$ cat src/rtl/ram_stream_pkg.sv
// Shared constants and FSM encoding for the RAM fill / RAM-to-UART dump controller.
package ram_stream_pkg;

    localparam int ADDR_W_DEF = 8;
    localparam int DATA_W_DEF = 8;

    typedef enum logic [2:0] {
        ST_IDLE      = 3'd0,
        ST_FILL      = 3'd1,
        ST_RD_ADDR   = 3'd2,
        ST_RD_WAIT   = 3'd3,
        ST_SEND      = 3'd4,
        ST_WAIT_DONE = 3'd5
    } state_t;

endpackage

$ cat src/rtl/ram_stream_ctrl.sv
// Fills a RAM with an incrementing pattern, or streams its contents byte by byte
// to a UART transmitter. All outputs are registered; one FSM owns the address counter.
module ram_stream_ctrl
    import ram_stream_pkg::*;
#(
    parameter int                ADDR_W    = ADDR_W_DEF,
    parameter int                DATA_W    = DATA_W_DEF,
    parameter logic [DATA_W-1:0] FILL_SEED = '0
) (
    input  logic              clk,
    input  logic              rst,
    input  logic              fill_req,
    input  logic              dump_req,
    input  logic              abort,
    output logic              ram_we,
    output logic [ADDR_W-1:0] ram_addr,
    output logic [DATA_W-1:0] ram_din,
    input  logic [DATA_W-1:0] ram_dout,
    output logic [DATA_W-1:0] tx_data,
    output logic              tx_send,
    input  logic              tx_done,
    output logic              busy,
    output logic              op_done
);

    localparam logic [ADDR_W-1:0] LAST = '1;

    state_t            r_state;
    logic [ADDR_W-1:0] r_addr;
    logic [DATA_W-1:0] r_din;
    logic [DATA_W-1:0] r_tx_data;
    logic              r_we;
    logic              r_tx_send;
    logic              r_op_done;

    logic [ADDR_W-1:0] w_addr_nxt;
    logic              w_last;

    assign w_addr_nxt = r_addr + ADDR_W'(1);
    assign w_last     = (r_addr == LAST);

    always_ff @(posedge clk) begin
        if (rst) begin
            r_state   <= ST_IDLE;
            r_addr    <= '0;
            r_din     <= '0;
            r_tx_data <= '0;
            r_we      <= 1'b0;
            r_tx_send <= 1'b0;
            r_op_done <= 1'b0;
        end else if (abort && r_state != ST_IDLE) begin
            r_state   <= ST_IDLE;
            r_we      <= 1'b0;
            r_tx_send <= 1'b0;
            r_op_done <= 1'b0;
        end else begin
            r_op_done <= 1'b0;
            r_tx_send <= 1'b0;
            case (r_state)
                ST_IDLE: begin
                    // Fill takes precedence; a simultaneous dump request is dropped.
                    if (fill_req) begin
                        r_state <= ST_FILL;
                        r_addr  <= '0;
                        r_din   <= FILL_SEED;
                        r_we    <= 1'b1;
                    end else if (dump_req) begin
                        r_state <= ST_RD_ADDR;
                        r_addr  <= '0;
                    end
                end
                ST_FILL: begin
                    if (w_last) begin
                        r_state <= ST_IDLE;
                        r_we    <= 1'b0;
                    end else begin
                        r_addr    <= w_addr_nxt;
                        r_din     <= FILL_SEED + DATA_W'(w_addr_nxt);
                        // op_done coincides with the write to the final address.
                        r_op_done <= (w_addr_nxt == LAST);
                    end
                end
                ST_RD_ADDR: r_state <= ST_RD_WAIT;
                ST_RD_WAIT: begin
                    r_tx_data <= ram_dout;
                    r_tx_send <= 1'b1;
                    r_state   <= ST_SEND;
                end
                ST_SEND: r_state <= ST_WAIT_DONE;
                ST_WAIT_DONE: begin
                    if (tx_done) begin
                        if (w_last) begin
                            r_op_done <= 1'b1;
                            r_state   <= ST_IDLE;
                        end else begin
                            r_addr  <= w_addr_nxt;
                            r_state <= ST_RD_ADDR;
                        end
                    end
                end
                default: r_state <= ST_IDLE;
            endcase
        end
    end

    assign ram_we   = r_we;
    assign ram_addr = r_addr;
    assign ram_din  = r_din;
    assign tx_data  = r_tx_data;
    assign tx_send  = r_tx_send;
    assign op_done  = r_op_done;
    assign busy     = (r_state != ST_IDLE);

endmodule

$ cat config.mk
export PLATFORM = sky130hd
export DESIGN_NAME = ram_stream_ctrl
export DESIGN_NICKNAME = d
export VERILOG_FILES = /design/src/rtl/ram_stream_pkg.sv /design/src/rtl/ram_stream_ctrl.sv
export SDC_FILE = /design/constraint.sdc
export NUM_CORES = 1
export LEC_CHECK = 0
export CAP_MARGIN = 20
export CORE_MARGIN = 2
export CORE_UTILIZATION = 50
export DETAILED_ROUTE_END_ITERATION = 8
export MAX_ROUTING_LAYER = met4
export PLACE_DENSITY = 0.93
export SETUP_SLACK_MARGIN = 0.15
export SYNTH_ARGS = -nofsm -noshare
export SYNTH_HDL_FRONTEND = slang
export SYNTH_SLANG_ARGS = --single-unit
$ cat constraint.sdc
create_clock -name clk -period 2.7 [get_ports clk]
set_input_delay 0.405 -clock clk [delete_from_list [all_inputs] [get_ports clk]]
set_output_delay 0.405 -clock clk [all_outputs]
set_load 0.01 [all_outputs]
; Word-level counts from Yosys, hierarchy flattened
; Cells that the tools add are included.
[totals]
register_bits = 30
input_bits = 14
output_inout_bits = 28
[op_classes]
addsub = 1
n_eq_ne = 12
n_mux = 22
n_bitwise = 1
reduce_logical = 11
[op_table]
columns = operator, n
row1 = $mux 8, 6
row2 = $pmux 8 s3, 1
row3 = $pmux 3 s6, 1
row4 = $eq 8x8->1 const B, 2
row5 = $pmux 8 s2, 1
row6 = $mux 3, 4
row7 = $add 8x1->8 const B, 1
row8 = $ne 2x2->1 const B, 4
row9 = $reduce_and 4->1, 2
row10 = $eq 3x2->1 const B, 2
row11 = $eq 3x3->1 const B, 2
row12 = $mux 1, 6
row13 = $reduce_and 3->1, 2
row14 = $reduce_bool 3->1, 2
row15 = $pmux 1 s2, 2
row16 = $eq 3x1->1 const B, 1
row17 = $logic_not 3->1, 1
row18 = $ne 3x3->1 const B, 1
row19 = $mux 2, 1
row20 = $reduce_and 2->1, 1
row21 = $reduce_bool 2->1, 1
row22 = $reduce_or 2->1, 1
row23 = $logic_and 1x1->1, 1
row24 = $not 1->1, 1

; Logic depth before layout (Yosys ltp)
[depth]
ltp_word = 4
ltp_mapped = 8
mapped_depth_nobuf = 7

; Least setup slack after synthesis
; Ideal clock, no wire load.
[synth_path]
kind = register to register
startpoint = register r_addr[1] (netlist: ram_addr[1])
endpoint = register r_din[7] (netlist: ram_din[7])
arrival_ns = 1.668
required_time_ns = 2.641
setup_slack_ns = 0.973
stages_incl_launch_ff = 7
path_buffers = 1
synth_period_minus_slack_ns = 1.727
path_cell_list = dfxtp_1 -> ha_1 -> clkbuf_1 -> nand4_1 -> or2_4 -> a21oi_4 -> a22o_1
[synth_between]
elab_chain_len = 3
[synth_rtl]
columns = item, line_no
row1 = start: declaration, ram_stream_ctrl.sv:29  ; logic [ADDR_W-1:0] r_addr;
row2 = start signal: assignment, ram_stream_ctrl.sv:77  ; r_addr <= w_addr_nxt;
row3 = start signal: assignment, ram_stream_ctrl.sv:96  ; r_addr <= w_addr_nxt;
row4 = $add 8x1->8 / $eq 8x8->1 (equally long branches), "ram_stream_ctrl.sv:39, ram_stream_ctrl.sv:40"
row5 = $mux 8 / $ne 2x2->1 (equally long branches), --
row6 = $pmux 8 s2 / $reduce_and 4->1 (equally long branches), --
row7 = end signal: assignment, ram_stream_ctrl.sv:78  ; r_din <= FILL_SEED + DATA_W'(w_addr_nxt);
row8 = end: declaration, ram_stream_ctrl.sv:30  ; logic [DATA_W-1:0] r_din;
; Several ways; a longest one is shown, not always the timed one. The select of a mux whose other input is x is not followed.
; A chain may end at the register's enable or synchronous reset.

; Final worst setup path
[layout_path]
startpoint = register r_state[2]
endpoint = output busy
[layout_between]
elab_chain_len = 1
[layout_rtl]
columns = item, line_no
row1 = start: declaration, ram_stream_ctrl.sv:28  ; state_t r_state;
row2 = start signal: assignment, ram_stream_ctrl.sv:44  ; r_state <= ST_IDLE;
row3 = start signal: assignment, ram_stream_ctrl.sv:52  ; r_state <= ST_IDLE;
row4 = start signal: assignment, ram_stream_ctrl.sv:63  ; r_state <= ST_FILL;
row5 = $reduce_bool 3->1, ram_stream_ctrl.sv:112  ; assign busy = (r_state != ST_IDLE);
row6 = end: declaration, ram_stream_ctrl.sv:22  ; output logic busy,
; Every way passes these cells.

==> flow_metrics.py <==
metrics = {
    "run_status": {
        "status": "finished, final reports clean",
    },
    "min_path": {
        "whs_path_depth": 1,
        "hold_class": "register to register",
        "hold_start": "ram_din[4]",
        "hold_path_end": "ram_din[4]",
    },
    "routing": {
        "drtIter0Drc": 57,
        "first_pass_iters": 4,
        "num_vias": 1346,
        "drc": 0,
        "vias_per_cell": 5.75,
        "drtAntennaViolNets": 0,
        "post_drt_wl_per_cell_um": 15.3,
        "wirelength_mm": 3.58,
    },
    "global_routing": {
        "antenna_found_initial": 0,
        "grt_use_total": 0.226,
        "grt_pass1_wl_mm": 5.64,
        "first_global_vias": 1233,
        "grt.overflow.total": 0,
        "grt_max_degree": 18,
    },
    "worst_setup_path": {
        "rr_worst_depth": 5,
        "r2r-end": "ram_din[7]",
        "crit_type": "register to output pin",
        "cp_data_arrival_time_ns": 1.74,
        "r2r_start": "ram_addr[0]",
        "cp-end-kind": "output pin",
        "cp_max_fo": 12,
        "reg2reg_slack_ns": 0.75,
        "required_ns": 2.30,
        "crit_path_start_kind": "register",
    },
    "clock_tree": {
        "postCtsHoldBufs": 0,
        "ctsRootBufferMaster": "clkbuf_4",
        "cts.htree.levels": 2,
        "numCtsBuffers": 5,
        "clk_latency_ns": 0.32,
        "postCtsSetupRepairBufs": 0,
        "numClockSinks": 30,
        "path_clk_slew_ns": 0.09,
        "cts_resized": 0,
        "clock_path_buffers": 2,
        "cts_tree": "built",
    },
    "sta": {
        "finalSetupViolations": 0,
        "fmax_mhz": 467,
        "rsz0062_at_grt": "false",
        "worst_clock_skew_ns": 0.00751,
        "fin_hold_ws_ns": 0.476,
        "hold_violations": 0,
        "period_needed_ns": 2.14,
        "worst_slew_pin_slew_ns": 0.471,
        "relSlewSlack": 0.683,
        "finalCritPeriodShare": 0.793,
        "tns_ns": 0,
        "maxSlewViolCount": 0,
    },
    "yosys": {
        "synth_xor_area_frac": 0.0360,
        "synthSimpleGateAreaFrac": 0.206,
        "synth_compound_area_frac": 0.230,
        "syn_area_um2": 1460,
        "synthCells": 161,
        "synth_ff_type": "dfxtp_1",
        "avgSynthCellArea_um2": 9.08,
        "ys_seq_area_frac": 0.411,
        "synth_top_family_by_area": "compound AO/OA/AOI/OAI gates",
        "synth.net_count": 177,
        "yosys_warnings": 0,
        "ys_ff_latch": 30,
        "synth_adder_area_share": 0.0171,
        "yosys-mux-area-fraction": 0.0548,
        "synth_edf_count": 0,
        "async_flop_share": 0,
        "ys_types": 43,
    },
    "floorplan": {
        "initial_core_util": 0.530,
        "io_pins": 42,
        "die_x_um": 58.1,
        "design.die.area_um2": 3370,
        "die_height_um": 58.1,
        "rows": 19,
        "core_um2": 2760,
    },
    "finish": {
        "antenna_cells": 0,
        "fin_area_um2": 1940,
        "nets": 218,
        "drive_gt1_frac": 0.0985,
        "areaGrowthSynthToFinish_pct": 32.4,
        "layout_commonest_cell": "clkdlybuf4s50_1",
        "layout_common_cells": "clkdlybuf4s50_1 (41), dfxtp_1 (30), nor2_1 (15), a21oi_1 (11), nand2_1 (10)",
    },
    "place": {
        "gp_congestion": 0.837,
        "place_area_um2": 1880,
        "hpwlAfterDp_mm": 2.59,
        "portBuffers": 41,
    },
    "run": {
        "max_cap_viol_count": 0,
    },
    "power": {
        "ir_worst_vdd_mv": 0.407,
        "power_density_nw_per_um2": 485,
        "power_leakage_nw": 0.653,
    },
}
cells by family after synthesis:
logic type,Yosys count
AO/OA/AOI/OAI,46
buffers and inverters,13
AND/OR/NAND/NOR,56
flip-flops,30
multiplexers,8
XOR/XNOR,6
adder cells (fa/ha/maj),2
per-stage QoR:
| stage | std cells | utilization | total power, mW | setup WS, ns |
|---|---|---|---|---|
| CTS | 234 | 0.702 | 0.945 | 0.552 |
| detailed placement | 226 | 0.680 | 0.668 | 0.635 |
| finish | 234 | 0.702 | 0.939 | 0.558 |
| global route | 234 | 0.702 | 0.980 | 0.473 |
| global placement | 226 | 0.680 | 0.665 | 0.666 |
| floorplan | 161 | - | 0.603 | 0.973 |
registers in the layout, summed over array words and instances (netlist names):
name      cells
tx_send       1
ram_din       8
r_state       3
op_done       1
tx_data       8
ram_we        1
ram_addr      8
area by class of cell:
type / count / area, um2
clock buffer: 7 / 55.1
clock inverter: 1 / 5.00
fill: 221 / 822
inverter: 4 / 15.0
multi-input combinational: 118 / 796
sequential: 30 / 601
tap: 31 / 38.8
timing repair buffer: 43 / 425
metal layers:
| metal | global-route usage | vias up | routed length (um) |
|---|---|---|---|
| li1 | - | 665 | - |
| met1 | 0.274 | 624 | 1570 |
| met2 | 0.359 | 53 | 1750 |
| met3 | 0.0647 | 4 | 216 |
| met4 | 0.0797 | 0 | 38 |
| met5 | - | - | 0 |
worst max path at each step:
stage	start	endpoint	slack, ns	depth (start not counted)
2_1_floorplan	ram_addr[1]	ram_din[7]	0.97	6
3_3_place_gp	fill_req	ram_din[7]	0.67	5
3_5_place_dp	fill_req	ram_din[7]	0.63	5
4_1_cts	r_state[2]	busy	0.55	4
5_1_grt	r_state[2]	busy	0.47	4
6_report	r_state[2]	busy	0.56	4
critical path, cell delays in order (launching register included):
cell and delay (ns):
dfxtp_1 0.57, or2_4 0.22, nor2_4 0.04, inv_2 0.06, clkdlybuf4s50_1 0.52
power by group:
| group | leakage [nW] | total [mW] | switching (mW) | internal, mW |
|---|---|---|---|---|
| Clock | 0.0353 | 0.279 | 0.153 | 0.126 |
| Combinational | 0.375 | 0.184 | 0.0974 | 0.0862 |
| Sequential | 0.242 | 0.477 | 0.0212 | 0.455 |
| Total | 0.653 | 0.939 | 0.271 | 0.668 |
cells in the mapped netlist (3+ instances only):
cell       count  area (um2)
a211oi_1       4        30.0
nand3_1        9        45.0
o21ai_0        5        25.0
o2bb2ai_1      9        78.8
a21oi_1       11        55.1
nor2b_1        3        18.8
xor2_1         3        26.3
nand2b_1       4        25.0
dfxtp_1       30         601
nand2_1       10        37.5
clkbuf_1       4        15.0
nor3_1         3        15.0
xnor2_1        3        26.3
nor2_1        15        56.3
mux2i_1        8        80.1
inv_1          3        11.3
o21ai_1        4        20.0
No activity file was read; power rests on OpenSTA's default activity.
